`config.mk`:
```
export PLATFORM = sky130hd
export DESIGN_NAME = heading_pid
export DESIGN_NICKNAME = d
export VERILOG_FILES = /design/src/rtl/hdg_pkg.sv /design/src/rtl/hdg_dterm.sv /design/src/rtl/heading_pid.sv
export SDC_FILE = /design/constraint.sdc
export NUM_CORES = 1
export LEC_CHECK = 0
export CAP_MARGIN = 10
export CORE_ASPECT_RATIO = 0.6
export CORE_MARGIN = 4
export CORE_UTILIZATION = 45
export CTS_BUF_LIST = sky130_fd_sc_hd__clkbuf_8
export CTS_CLUSTER_SIZE = 25
export DETAILED_ROUTE_END_ITERATION = 10
export GPL_ROUTABILITY_DRIVEN = 0
export PLACE_DENSITY_LB_ADDON = 0.3
export REMOVE_ABC_BUFFERS = 1
export SYNTH_ARGS = -nofsm -noshare
export SYNTH_HDL_FRONTEND = slang
export SYNTH_SLANG_ARGS = --single-unit
```
`constraint.sdc`:
```
create_clock -name clk -period 9.2 [get_ports clk]
set_clock_uncertainty 0.15 [all_clocks]
set_input_delay 0.92 -clock clk [delete_from_list [all_inputs] [get_ports clk]]
set_output_delay 0.92 -clock clk [all_outputs]
set_load 0.03 [all_outputs]
```
`src/rtl/hdg_pkg.sv`:
```
// Shared types, gains and helpers for the heading controller.
// Imported by heading_pid and hdg_dterm.
package hdg_pkg;

  localparam logic signed [3:0] P_COEFF = 4'sh3;
  localparam logic signed [4:0] D_COEFF = 5'sh0E;
  localparam int D_QUEUE_DEPTH = 2;

  typedef logic signed [11:0] hdg_t;
  typedef logic signed [10:0] spd_t;

  typedef struct packed {
    logic signed [9:0] err;
    logic              vld;
  } s1_t;

  function automatic logic signed [31:0] sat_signed(
    input logic signed [31:0] value,
    input int                 width
  );
    logic signed [31:0] hi;
    logic signed [31:0] lo;
    hi = (32'sd1 <<< (width - 1)) - 32'sd1;
    lo = -(32'sd1 <<< (width - 1));
    if (value > hi)
      return hi;
    else if (value < lo)
      return lo;
    else
      return value;
  endfunction

endpackage

```
`src/rtl/hdg_dterm.sv`:
```
// Derivative term: error history queue, clipped difference, gain.
// History only advances on valid heading samples.
module hdg_dterm
  import hdg_pkg::*;
(
  input  logic              clk,
  input  logic              rst_n,
  input  logic              vld,
  input  logic signed [9:0] err,
  output logic signed [11:0] d
);

  logic signed [9:0]  q [D_QUEUE_DEPTH];
  logic signed [10:0] diff;
  logic signed [6:0]  diff7;

  always_ff @(posedge clk or negedge rst_n) begin
    if (!rst_n) begin
      for (int i = 0; i < D_QUEUE_DEPTH; i++)
        q[i] <= '0;
    end else if (vld) begin
      q[0] <= err;
      for (int i = 1; i < D_QUEUE_DEPTH; i++)
        q[i] <= q[i-1];
    end
  end

  assign diff  = 11'(err) - 11'(q[D_QUEUE_DEPTH-1]);
  assign diff7 = 7'(sat_signed(int'(diff), 7));
  assign d     = 12'(diff7) * 12'(D_COEFF);

endmodule

```
`src/rtl/heading_pid.sv`:
```
// Heading PID: error stage, integrator, P/I/D sum and
// differential mix with forward speed into motor drives.
module heading_pid
  import hdg_pkg::*;
(
  input  logic       clk,
  input  logic       rst_n,
  input  logic       moving,
  input  logic       hdg_vld,
  input  hdg_t       dsrd_hdg,
  input  hdg_t       actl_hdg,
  input  logic [9:0] frwrd,
  output spd_t       lft_spd,
  output spd_t       rght_spd
);

  hdg_t               err;
  s1_t                s1_q;
  logic signed [15:0] integ;
  logic signed [15:0] isum;
  logic               ovf;
  logic signed [13:0] p;
  logic signed [9:0]  i_term;
  logic signed [11:0] d;
  logic signed [13:0] pid;
  spd_t               adj;
  logic signed [11:0] lsum;
  logic signed [11:0] rsum;

  // 12b wrap makes 180-degree crossings come out as short errors
  assign err = actl_hdg - dsrd_hdg;

  always_ff @(posedge clk or negedge rst_n) begin
    if (!rst_n) begin
      s1_q <= '0;
    end else begin
      s1_q.err <= 10'(sat_signed(int'(err), 10));
      s1_q.vld <= hdg_vld;
    end
  end

  assign isum = integ + 16'(s1_q.err);
  assign ovf  = (integ[15] == s1_q.err[9]) &&
                (isum[15] != integ[15]);

  always_ff @(posedge clk or negedge rst_n) begin
    if (!rst_n)
      integ <= '0;
    else if (!moving)
      integ <= '0;
    else if (s1_q.vld && !ovf)
      integ <= isum;
  end

  hdg_dterm u_dterm (
    .clk   (clk),
    .rst_n (rst_n),
    .vld   (s1_q.vld),
    .err   (s1_q.err),
    .d     (d)
  );

  assign p      = 14'(s1_q.err) * 14'(P_COEFF);
  assign i_term = integ[15:6];
  assign pid    = p + 14'(i_term) + 14'(d);
  assign adj    = pid[13:3];

  assign lsum = $signed({2'b00, frwrd}) + 12'(adj);
  assign rsum = $signed({2'b00, frwrd}) - 12'(adj);

  always_ff @(posedge clk or negedge rst_n) begin
    if (!rst_n) begin
      lft_spd  <= '0;
      rght_spd <= '0;
    end else if (moving) begin
      lft_spd  <= 11'(sat_signed(int'(lsum), 11));
      rght_spd <= 11'(sat_signed(int'(rsum), 11));
    end else begin
      lft_spd  <= '0;
      rght_spd <= '0;
    end
  end

endmodule

```
==> results.json, run 1 <==
{
  "crit_buf_inv": 4,
  "synth_edf_count": 0,
  "cts_buffers": 9,
  "synth_area_um2": 6980,
  "yosysUniqueCellTypes": 60,
  "finalSetupViolCount": 0,
  "synth_warnings": 0,
  "fp.dieH_um": 104,
  "reg2reg_from": "s1_q[1]$_DFF_PN0_",
  "vias": 5635,
  "fillers": 1322,
  "worstSkewPairLatency_ps": 370,
  "period_minus_slack_ps": 8690,
  "cp_common_cell": "ha_1",
  "grtUsageTotal_pct": 18.8,
  "min_period_over_period_pct": 94.4,
  "wl_per_cell_um": 15.3,
  "ys_async_sr_fraction_pct": 100,
  "setup_tns_ps": 0,
  "io_pins": 60,
  "critPathCaptureType": "register",
  "root_buffer": "clkbuf_8",
  "arrival_ps": 8790,
  "vias_per_cell": 5.33,
  "drv_slew": 0,
  "min_to": "u_dterm.q[2]$_DFFE_PN0P_",
  "routed_wl_um": 16200,
  "synth_flop_cell": "dfrtp_1",
  "antenna_found_initial": 0,
  "core_area_um2": 14800,
  "crit_type": "reg2reg",
  "grt_pass1_wl_um": 26900,
  "hpwl_um": 13200,
  "synth_seq_area_share_pct": 24.7,
  "worstMarginPinSlew_ps": 976,
  "start_util_pct": 47.0,
  "num_rows": 34,
  "synth.avg_cell_area_um2": 8.88,
  "initialDrtViolationCount": 324,
  "hold_slack_ps": 332,
  "syn_inst": 786,
  "cap_viol_max_count": 0,
  "min_path_cells": 2,
  "io_buffers": 59,
  "cts.reportedPaths.clkPinSlew_ps": 80,
  "hold_viol": 0,
  "synth_seq_cells": 69,
  "dieArea_um2": 17600,
  "drt_pass1_iterations": 5,
  "ctsLongestPathBuffers": 2,
  "cts.sinks": 69,
  "cts_tree": "yes",
  "post-route-drc-count": 0,
  "critPathMaxStageDelay_ps": 560,
  "grt_remaining_overflow": 0,
  "worst-r2r-cell-count": 36,
  "critPathMaxFanout": 10,
  "critPathSlowestCell": "fa_1",
  "startpoint_type": "register",
  "required_ps": 9300,
  "timing.rr.end": "lft_spd[7]$_DFF_PN0_",
  "relSlewSlack_pct": 34.9,
  "die_w_um": 169,
  "grt_start_max_net_pins": 70,
  "hold_class": "reg2reg",
  "min_from": "u_dterm.q[12]$_DFFE_PN0P_",
  "fmax_mhz": 115,
  "htree_levels": 3,
  "nNetsFinal": 1018,
  "grt_pass1_vias": 5197,
  "diodes": 0,
  "drive_gt1_share_pct": 6.74,
  "reg2reg_slack_ps": 510,
  "antenna_left": 0,
  "status": "finished clean",
  "syn2layout_area_growth_pct": 16.0,
  "crit_family": "adder cells"
}
## layout by cell type, fill, tap and decap left out, types with 3 or more instances in the layout
| master | instances |
|---|---|
| inv_1 | 132 |
| ha_1 | 97 |
| dfrtp_1 | 69 |
| clkdlybuf4s50_1 | 58 |
| xnor2_1 | 51 |
| nor2_1 | 49 |
| a21oi_1 | 46 |
| o21ai_0 | 45 |
| nand2_1 | 29 |
| fa_1 | 28 |
| a21o_1 | 24 |
| nand3_1 | 18 |
| o21bai_1 | 15 |
| mux2i_1 | 15 |
| nor2b_1 | 14 |
| o211ai_1 | 13 |
| xor2_1 | 12 |
| nor3_1 | 11 |
| mux2_2 | 11 |
| buf_4 | 11 |
| a32oi_1 | 9 |
| clkbuf_8 | 9 |
| o21a_1 | 5 |
| a21oi_2 | 5 |
| nand2b_1 | 5 |
| a31oi_1 | 5 |
| o31ai_1 | 4 |
| nor4_1 | 4 |
| a31o_2 | 4 |
| nand4_1 | 3 |
| and2_1 | 3 |
| o21ai_1 | 3 |
| or3_1 | 3 |
| and3_1 | 3 |
## synthesized netlist by cell type, types with 4 or more instances
library cell  instances  area share (%)
o31ai_1               4            0.43
a21o_1               24             2.6
o21a_1                5            0.54
mux2_2               11             1.8
a31oi_1               5            0.45
clkbuf_1              9            0.48
fa_1                 28             8.0
nor4_1                4            0.36
o21bai_1             15             1.6
o21ai_0              48             3.4
a32oi_1               9             1.1
mux2i_1              15             2.2
xnor2_1              51             6.4
nand2_1              29             1.6
a21oi_1              49             3.5
a31o_2                4            0.50
xor2_1               12             1.5
ha_1                 97              17
nor2b_1              14             1.3
nand2b_1              6            0.54
o211ai_1             13             1.4
inv_1               131             7.0
nand3_1              18             1.3
dfrtp_1              69              25
nor3_1               13            0.93
nor2_1               50             2.7
## sequential cells by signal, summed over array words and instances, names as in the netlist
| signal | count |
|---|---|
| s1_q | 11 |
| integ | 16 |
| lft_spd | 11 |
| u_dterm.q | 20 |
| rght_spd | 11 |
## worst register-to-register path: cells and delay by family, from the launching register on
kind | cells | cell delay [ps]
multiplexers | 1 | 320
AO/OA/AOI/OAI | 10 | 2230
buffers and inverters | 4 | 220
XOR/XNOR | 3 | 550
adder cells (fa/ha/maj) | 8 | 2870
AND/OR/NAND/NOR | 10 | 1830
flip-flops | 1 | 430
## worst max path at each step
stage | from | endpoint | slack (ps) | depth (start not counted)
2_1_floorplan | s1_q[2]$_DFF_PN0_ | lft_spd[4]$_DFF_PN0_ | 1210 | 34
3_3_place_gp | s1_q[5]$_DFF_PN0_ | rght_spd[7]$_DFF_PN0_ | 550 | 34
3_5_place_dp | s1_q[5]$_DFF_PN0_ | rght_spd[9]$_DFF_PN0_ | 320 | 35
4_1_cts | s1_q[5]$_DFF_PN0_ | rght_spd[9]$_DFF_PN0_ | 270 | 35
5_1_grt | s1_q[1]$_DFF_PN0_ | lft_spd[7]$_DFF_PN0_ | -4 | 34
6_report | s1_q[1]$_DFF_PN0_ | lft_spd[7]$_DFF_PN0_ | 510 | 36
## final cells by class
class | instances | area, um2 | share of cell area [%]
inverter | 131 | 492 | 6.07
tap | 198 | 248 | 3.06
multi-input combinational | 574 | 4750 | 58.6
timing repair buffer | 70 | 668 | 8.25
sequential | 69 | 1730 | 21.3
clock buffer | 9 | 124 | 1.53
clock inverter | 7 | 91.3 | 1.13
## metal layers
layer  vias to the layer above  track usage [%]  wire length [um]
li1                       2843                -                 -
met1                      2630             32.2              9070
met2                       149             23.2              5890
met3                        13             4.06              1140
met4                         0             3.07               119
met5                         -                0                 0
## stage by stage
| step | worst slack, ps | cells | utilization, % | cell area [um2] |
|---|---|---|---|---|
| 3_3_place_gp | 554 | 1040 | 52.8 | 7830 |
| 3_5_place_dp | 315 | 1040 | 52.8 | 7830 |
| 4_1_cts | 272 | 1056 | 54.2 | 8050 |
| 6_report | 512 | 1058 | 54.5 | 8100 |
| 2_1_floorplan | 1210 | 774 | - | 6930 |
| 5_1_grt | -3.61 | 1058 | 54.5 | 8100 |
## timing repair
| item | CTS | global route |
|---|---|---|
| endpoints found under the setup margin | 0 | 19 |
| hold buffers | 0 | 0 |
| resized for setup | 0 | 12 |
| setup buffers | 0 | 2 |
## cell families (layout without fill, tap and decap cells)
group,after synthesis,after routing,synth area share [%]
AO/OA/AOI/OAI,206,206,19.5
AND/OR/NAND/NOR,153,153,10.5
flip-flops,69,69,24.7
multiplexers,27,27,4.14
adder cells (fa/ha/maj),125,125,25.4
buffers and inverters,143,217,7.76
XOR/XNOR,63,63,7.90
Power of run 1 is left out: the tool's default activity adds up to more than one toggle a clock period on the data nets, which glitch-free logic cannot reach.
==> inputs of run 2 (changes only) <==
--- a/config.mk
+++ b/config.mk
@@ -5,6 +5,7 @@
 export SDC_FILE = /design/constraint.sdc
 export NUM_CORES = 1
 export LEC_CHECK = 0
+export ABC_CLOCK_PERIOD_IN_PS = 9200
 export CAP_MARGIN = 10
 export CORE_ASPECT_RATIO = 0.6
 export CORE_MARGIN = 4
@@ -13,6 +14,7 @@
 export CTS_CLUSTER_SIZE = 25
 export DETAILED_ROUTE_END_ITERATION = 10
 export GPL_ROUTABILITY_DRIVEN = 0
+export HOLD_SLACK_MARGIN = 0.12
 export PLACE_DENSITY_LB_ADDON = 0.3
 export REMOVE_ABC_BUFFERS = 1
 export SYNTH_ARGS = -nofsm -noshare
==> results of run 2 <==
The final DEF is identical to that of run 1; final timing and power are the same.
Power of run 2 is left out for the same reason.
==> inputs of run 3 (changes only) <==
--- a/config.mk
+++ b/config.mk
@@ -6,7 +6,7 @@
 export NUM_CORES = 1
 export LEC_CHECK = 0
 export ABC_CLOCK_PERIOD_IN_PS = 9200
-export CAP_MARGIN = 10
+export CAP_MARGIN = 20
 export CORE_ASPECT_RATIO = 0.6
 export CORE_MARGIN = 4
 export CORE_UTILIZATION = 45
==> results of run 3 <==
The final DEF is identical to that of run 1; final timing and power are the same.
Power of run 3 is left out for the same reason.
